**config.mk**
```make
export PLATFORM = sky130hd
export DESIGN_NAME = fetch_pipe_ctrl_flat
export DESIGN_NICKNAME = d
export VERILOG_FILES = /design/src/rtl/fetch_pipe_ctrl_if.sv /design/src/rtl/fetch_pipe_ctrl.sv /design/src/flat_wrapper.sv
export SDC_FILE = /design/constraint.sdc
export NUM_CORES = 1
export LEC_CHECK = 0
export ABC_AREA = 1
export BUFFER_PORTS_ARGS = -buffer_cell sky130_fd_sc_hd__buf_2
export CAP_MARGIN = 20
export CORE_MARGIN = 2
export CORE_UTILIZATION = 52
export DETAILED_ROUTE_END_ITERATION = 7
export GPL_TIMING_DRIVEN = 0
export PLACE_DENSITY_LB_ADDON = 0.08
export REMOVE_ABC_BUFFERS = 1
export SKIP_LAST_GASP = 1
export SLEW_MARGIN = 25
export SYNTH_ARGS = -nofsm -noshare
export SYNTH_HDL_FRONTEND = slang
export SYNTH_SLANG_ARGS = --single-unit
export TNS_END_PERCENT = 5
```
**constraint.sdc**
```tcl
create_clock -name i_clk -period 2.1 [get_ports i_clk]
set_input_delay 0.21 -clock i_clk [delete_from_list [all_inputs] [get_ports i_clk]]
set_output_delay 0.21 -clock i_clk [all_outputs]
set_load 0.005 [all_outputs]
```
**src/rtl/fetch_pipe_ctrl_if.sv**
```systemverilog
// Instruction-memory fetch handshake between fetch_pipe_ctrl and imem.
// Only one request is outstanding at a time.
// Request and address stay stable until an ack is seen while the request is high.
interface fetch_pipe_ctrl_if #(
    parameter int XLEN = 32
) ();
    logic            o_imem_req;
    logic [XLEN-1:0] o_imem_addr;
    logic            i_imem_ack;
    logic [31:0]     i_imem_rdata;

    modport master (
        output o_imem_req, o_imem_addr,
        input  i_imem_ack, i_imem_rdata
    );

    modport slave (
        input  o_imem_req, o_imem_addr,
        output i_imem_ack, i_imem_rdata
    );
endinterface

```
**src/rtl/fetch_pipe_ctrl.sv**
```systemverilog
// Fetch pipeline controller.
// Owns the PC, the imem fetch handshake, the IF/ID register and the ID/EX valid bit.
// Stalls and flushes come from the hazard unit; branch redirects come from EX.
// A one-entry hold buffer (the HOLD state) keeps a fetched word while IF/ID is stalled.
module fetch_pipe_ctrl #(
    parameter int          XLEN     = 32,
    parameter logic [31:0] RESET_PC = 32'h0000_0000,
    parameter int          CNT_W    = 16
) (
    input  logic                 i_clk,
    input  logic                 i_reset,
    input  logic                 i_pc_stall,
    input  logic                 i_if_id_stall,
    input  logic                 i_id_ex_stall,
    input  logic                 i_if_id_flush,
    input  logic                 i_id_ex_flush,
    input  logic                 i_redirect_valid,
    input  logic [XLEN-1:0]      i_redirect_pc,
    fetch_pipe_ctrl_if.master    imem,
    output logic [XLEN-1:0]      o_pc,
    output logic [XLEN-1:0]      o_if_id_pc,
    output logic [31:0]          o_if_id_instr,
    output logic                 o_if_id_valid,
    output logic                 o_id_ex_valid,
    output logic [CNT_W-1:0]     o_stall_cycles,
    output logic [CNT_W-1:0]     o_flush_events
);
    localparam logic [31:0] NOP = 32'h0000_0013;

    typedef enum logic [1:0] {BOOT, FETCH, HOLD, DISCARD} state_t;

    state_t          state, state_n;
    logic [XLEN-1:0] pc, pc_n;
    logic            req, req_n;
    logic [XLEN-1:0] tgt, tgt_n;        // saved redirect target while discarding
    logic [XLEN-1:0] hold_pc;
    logic [31:0]     hold_instr;
    logic            buf_ld, ld_fetch, ld_hold;

    logic stall, flush, ack_v;
    assign stall = i_pc_stall | i_if_id_stall;
    assign flush = i_if_id_flush;
    // An ack only counts while a request is actually outstanding.
    assign ack_v = req & imem.i_imem_ack;

    // The fetch address is the PC register itself, so it stays put until the PC moves.
    assign o_pc             = pc;
    assign imem.o_imem_addr = pc;
    assign imem.o_imem_req  = req;

    // State register
    always_ff @(posedge i_clk or negedge i_reset) begin
        if (!i_reset) state <= BOOT;
        else          state <= state_n;
    end

    // Next state, next PC/request and IF/ID load selects
    always_comb begin
        state_n  = state;
        pc_n     = pc;
        req_n    = req;
        tgt_n    = tgt;
        buf_ld   = 1'b0;
        ld_fetch = 1'b0;
        ld_hold  = 1'b0;
        case (state)
            BOOT: begin
                state_n = FETCH;
                req_n   = 1'b1;
                pc_n    = XLEN'(RESET_PC);
            end
            FETCH: begin
                if (ack_v) begin
                    if (flush) begin
                        // Returned word belongs to the squashed path.
                        if (i_redirect_valid) pc_n = i_redirect_pc;
                        req_n = 1'b1;
                    end else if (stall) begin
                        buf_ld  = 1'b1;
                        req_n   = 1'b0;
                        state_n = HOLD;
                    end else begin
                        ld_fetch = 1'b1;
                        pc_n     = pc + XLEN'(4);
                        req_n    = 1'b1;
                    end
                end else if (flush && i_redirect_valid) begin
                    // The request must complete first; remember where to go afterwards.
                    tgt_n   = i_redirect_pc;
                    state_n = DISCARD;
                end
            end
            HOLD: begin
                if (flush) begin
                    if (i_redirect_valid) pc_n = i_redirect_pc;
                    req_n   = 1'b1;
                    state_n = FETCH;
                end else if (!stall) begin
                    ld_hold = 1'b1;
                    pc_n    = pc + XLEN'(4);
                    req_n   = 1'b1;
                    state_n = FETCH;
                end
            end
            DISCARD: begin
                if (i_redirect_valid) tgt_n = i_redirect_pc;
                if (ack_v) begin
                    pc_n    = i_redirect_valid ? i_redirect_pc : tgt;
                    req_n   = 1'b1;
                    state_n = FETCH;
                end
            end
            default: state_n = BOOT;
        endcase
    end

    // PC, request, redirect target and hold buffer
    always_ff @(posedge i_clk or negedge i_reset) begin
        if (!i_reset) begin
            pc         <= XLEN'(RESET_PC);
            req        <= 1'b0;
            tgt        <= '0;
            hold_pc    <= '0;
            hold_instr <= NOP;
        end else begin
            pc  <= pc_n;
            req <= req_n;
            tgt <= tgt_n;
            if (buf_ld) begin
                hold_pc    <= pc;
                hold_instr <= imem.i_imem_rdata;
            end
        end
    end

    // IF/ID register: flush beats stall, and stall beats load.
    always_ff @(posedge i_clk or negedge i_reset) begin
        if (!i_reset) begin
            o_if_id_pc    <= '0;
            o_if_id_instr <= NOP;
            o_if_id_valid <= 1'b0;
        end else if (flush) begin
            o_if_id_instr <= NOP;
            o_if_id_valid <= 1'b0;
        end else if (stall) begin
            o_if_id_valid <= o_if_id_valid;
        end else if (ld_fetch) begin
            o_if_id_pc    <= pc;
            o_if_id_instr <= imem.i_imem_rdata;
            o_if_id_valid <= 1'b1;
        end else if (ld_hold) begin
            o_if_id_pc    <= hold_pc;
            o_if_id_instr <= hold_instr;
            o_if_id_valid <= 1'b1;
        end else begin
            o_if_id_valid <= 1'b0;
        end
    end

    // ID/EX valid bit
    always_ff @(posedge i_clk or negedge i_reset) begin
        if (!i_reset)           o_id_ex_valid <= 1'b0;
        else if (i_id_ex_flush) o_id_ex_valid <= 1'b0;
        else if (!i_id_ex_stall) o_id_ex_valid <= o_if_id_valid;
    end

    // Saturating performance counters
    always_ff @(posedge i_clk or negedge i_reset) begin
        if (!i_reset) begin
            o_stall_cycles <= '0;
            o_flush_events <= '0;
        end else begin
            if (stall && o_stall_cycles != '1) o_stall_cycles <= o_stall_cycles + 1'b1;
            if (flush && o_flush_events != '1) o_flush_events <= o_flush_events + 1'b1;
        end
    end
endmodule

```
**src/flat_wrapper.sv**
```systemverilog
// flat-port wrapper written by rule: the top's interface ports become plain ports
module fetch_pipe_ctrl_flat 
#(
    parameter int          XLEN     = 32,
    parameter logic [31:0] RESET_PC = 32'h0000_0000,
    parameter int          CNT_W    = 16
)
  (i_clk, i_reset, i_pc_stall, i_if_id_stall, i_id_ex_stall, i_if_id_flush, i_id_ex_flush, i_redirect_valid, i_redirect_pc, o_pc, o_if_id_pc, o_if_id_instr, o_if_id_valid, o_id_ex_valid, o_stall_cycles, o_flush_events, imem_o_imem_req, imem_o_imem_addr, imem_i_imem_ack, imem_i_imem_rdata);
  fetch_pipe_ctrl_if #(.XLEN(XLEN)) imem_i ();
  input  logic i_clk;
  input  logic i_reset;
  input  logic i_pc_stall;
  input  logic i_if_id_stall;
  input  logic i_id_ex_stall;
  input  logic i_if_id_flush;
  input  logic i_id_ex_flush;
  input  logic i_redirect_valid;
  input  logic [XLEN-1:0] i_redirect_pc;
  output logic [XLEN-1:0] o_pc;
  output logic [XLEN-1:0] o_if_id_pc;
  output logic [31:0] o_if_id_instr;
  output logic o_if_id_valid;
  output logic o_id_ex_valid;
  output logic [CNT_W-1:0] o_stall_cycles;
  output logic [CNT_W-1:0] o_flush_events;
  output wire logic [$bits(imem_i.o_imem_req)-1:0] imem_o_imem_req;
  output wire logic [$bits(imem_i.o_imem_addr)-1:0] imem_o_imem_addr;
  input wire logic [$bits(imem_i.i_imem_ack)-1:0] imem_i_imem_ack;
  input wire logic [$bits(imem_i.i_imem_rdata)-1:0] imem_i_imem_rdata;
  assign imem_o_imem_req = imem_i.o_imem_req;
  assign imem_o_imem_addr = imem_i.o_imem_addr;
  assign imem_i.i_imem_ack = imem_i_imem_ack;
  assign imem_i.i_imem_rdata = imem_i_imem_rdata;
  fetch_pipe_ctrl #(.XLEN(XLEN), .RESET_PC(RESET_PC), .CNT_W(CNT_W)) u_core (.i_clk(i_clk), .i_reset(i_reset), .i_pc_stall(i_pc_stall), .i_if_id_stall(i_if_id_stall), .i_id_ex_stall(i_id_ex_stall), .i_if_id_flush(i_if_id_flush), .i_id_ex_flush(i_id_ex_flush), .i_redirect_valid(i_redirect_valid), .i_redirect_pc(i_redirect_pc), .imem(imem_i), .o_pc(o_pc), .o_if_id_pc(o_if_id_pc), .o_if_id_instr(o_if_id_instr), .o_if_id_valid(o_if_id_valid), .o_id_ex_valid(o_id_ex_valid), .o_stall_cycles(o_stall_cycles), .o_flush_events(o_flush_events));
endmodule
```
==> run metrics <==
total wire length 33900 um; largest net degree at the start of global routing 87; Layout Skew 0.0188 ns; Initial Util 0.526; CTS tree done; GRT Resource Usage Total 0.266; Root Driver clkbuf_16; hold depth 5; Levels on crit path 11; syn_area_per_cell 8.21 um^2; vias in the first global route 9905; Worst VDD drop 1.10 mV; die height 155 um; drt wl/cell 17.0 um; Sink Count 229; RSZ-0062 raised after global routing yes; Gate Count Post-Synth 1441; initial antenna violation count 0; Routed Antenna Nets 0; Crit Path Class flip-flop to flip-flop; crit path time final 2.12 ns; Critical Path RT 2.51 ns; hold slack 0.0296 ns; EDFF count, synth 0; Placeable Area 22500 um^2; n_diodes 0; fmax 471 MHz; cts bufs inserted 26; CTS clk-pin slew, worst paths 0.06 ns; HPWL Detailed 20800 um; top post-synthesis cells by count nand2_1 (348), dfrtp_1 (223), o21ai_0 (140), inv_1 (124), o21ai_1 (93); worst slew pin tran 1.02 ns; failing checks negative setup slack; cell family with most CP delay buffers and inverters; Mapped Area 11800 um^2; Slowest Stage Delay on Critical Path 0.45 ns; power per cell area 1390 nW/um^2; CP Buf/Inv Count 5; DRC errors left 0; critical-path cell list inv_2 -> ha_4 -> inv_2 -> nor2_4 -> buf_4 -> o21ai_4 -> nor2_4 -> bufinv_16 -> clkbuf_16 -> nand2_1 -> o21ai_1; Final Hold Viols 0; GRT overflow 0; Initial DRT Pass Iterations 5; endpoint class of the critical path flip-flop; post-placement cell count 1867; Async SR Flop Fraction 1.00; Via density 5.44; DIE WIDTH 155 um; die footprint 24000 um^2; CP startpoint kind flip-flop; Top Ports 236; clk_lat worst skew 0.53 ns; status complete, but fails checks; vias after detailed routing 10800; part of the cycle the worst path needs 1.01; Max Slew Vio Count 0; site row count 55; Worst Path Max Fanout 26; Yosys cell types 41; Max-slew headroom 0.317; Layout Cells excl Fill 1989; slowest cell on the critical path dfrtp_1; Most used DFF post-synth dfrtp_1; Data arrival, critical path 2.53 ns; Port-buffer cells 235; worst reg2reg path depth 11; Layout area overhead 24.5%; area leader, netlist dfrtp_1; Pleak 7.18 nW; total power 20.4 mW; Bufs on Longest Clock Path 3; first-pass GRT wire length 51900 um; Placer Congestion 0.852; DR iter-0 viols 781; Syn. warnings 0; sequential-to-total area share from yosys stat 0.485; max-cap violations 0; endpoints failing setup 18; Synth top area share 0.472; fin worst setup slack -0.0223 ns; nets 1765; cell with the most instances after synthesis nand2_1; synth top area cells dfrtp_1 (47%), nand2_1 (11%), o21ai_0 (5.9%), o21ai_1 (3.9%), inv_1 (3.9%); Hold Path Class input pin to flip-flop; #FFs+latches synth 229; H-tree depth 1; layout cells sized above 1 0.224
## flip-flops by register name (all words and copies together) (netlist names)
| name | cells |
|---|---|
| u_core.o_if_id_valid | 1 |
| u_core.imem.o_imem_addr | 32 |
| u_core.hold_instr | 32 |
| u_core.tgt | 32 |
| u_core.o_id_ex_valid | 1 |
| u_core.imem.o_imem_req | 1 |
| u_core.o_if_id_instr | 32 |
| u_core.o_flush_events | 16 |
| u_core.hold_pc | 32 |
| u_core.state | 2 |
| u_core.o_stall_cycles | 16 |
| u_core.o_if_id_pc | 32 |
## tightest hold or removal path, delay by kind of cell
| kind | cells | cell delay, ns |
|---|---|---|
| buffers and inverters | 1 | 0.10 |
| AND/OR/NAND/NOR | 3 | 0.15 |
| AO/OA/AOI/OAI | 1 | 0.06 |
## final cells by class
cell class,count,area (um^2)
sequential,229,5740
timing repair buffer,317,2200
tap,285,357
fill,1895,7780
inverter,134,563
clock inverter,7,88.8
timing repair inverter,3,22.5
clock buffer,40,805
multi-input combinational,974,4950
## routing by layer
layer	vias up	global-route usage	wire, um
li1	5247	-	-
met3	58	0.0291	2220
met2	430	0.418	15600
met1	5094	0.384	15100
met5	-	0	0
met4	0	0.0939	864
## timing repair
item	4_1_cts	5_1_grt
cloned	1	6
gates resized for setup	7	23
pin swaps	9	3
hold buffers	35	0
endpoints found under the hold margin	117	0
setup buffers	15	18
setup endpoints to repair	170	169
## per-stage QoR
stage / setup TNS (ns) / cell area [um^2] / util / setup WS (ns)
4_1_cts: -2.64 / 14400 / 0.639 / -0.0709
5_1_grt: -3.15 / 14700 / 0.654 / -0.119
3_3_place_gp: -1065.50 / 12600 / 0.562 / -3.38
6_report: -0.204 / 14700 / 0.654 / -0.0223
3_5_place_dp: -51.40 / 13000 / 0.576 / -0.558
2_1_floorplan: -85.40 / 11100 / - / -0.898
## layout by cell type, fill, tap and decap left out, types with 5 or more instances in the layout
cell	count
nand2_1	347
buf_2	234
dfrtp_1	222
o21ai_0	137
inv_1	121
o21ai_1	95
nand3_1	74
nor2_1	70
a21oi_1	56
o22ai_1	35
dlygate4sd3_1	35
o211ai_1	33
o21a_1	32
clkbuf_16	30
buf_4	28
xor2_1	22
nor2_4	13
nor3_1	13
buf_16	9
nand4_1	8
clkbuf_8	8
inv_2	7
xnor2_1	6
dfstp_2	6
clkbuf_1	5
buf_12	5
## logic make-up after synthesis
family                   share of synthesized area
flip-flops                                   0.485
XOR/XNOR                                    0.0207
AO/OA/AOI/OAI                                0.188
AND/OR/NAND/NOR                              0.195
adder cells (fa/ha/maj)                    0.00740
buffers and inverters                        0.104
## report_power, final
part | total [mW] | leakage (nW) | switching [mW] | internal, mW
clock | 4.69 | 0.444 | 1.83 | 2.87
sequential | 7.35 | 2.92 | 1.29 | 6.06
combinational | 8.37 | 3.81 | 4.67 | 3.70
total | 20.4 | 7.18 | 7.79 | 12.6
## worst paths after layout
check	slack, ns	startpoint	endpoint
max	-0.02	u_core.state[1]	u_core.o_if_id_pc[12]
min	0.03	i_redirect_pc[31]	u_core.imem.o_imem_addr[31]
max reg2reg	-0.02	u_core.state[1]	u_core.o_if_id_pc[12]
min reg2reg	0.48	u_core.hold_instr[1]	u_core.hold_instr[1]
max in group asynchronous	0.96	i_reset	u_core.hold_instr[4]
min in group asynchronous	0.31	i_reset	u_core.o_if_id_instr[21]
Note: power is estimated with default switching activity, not from simulation.
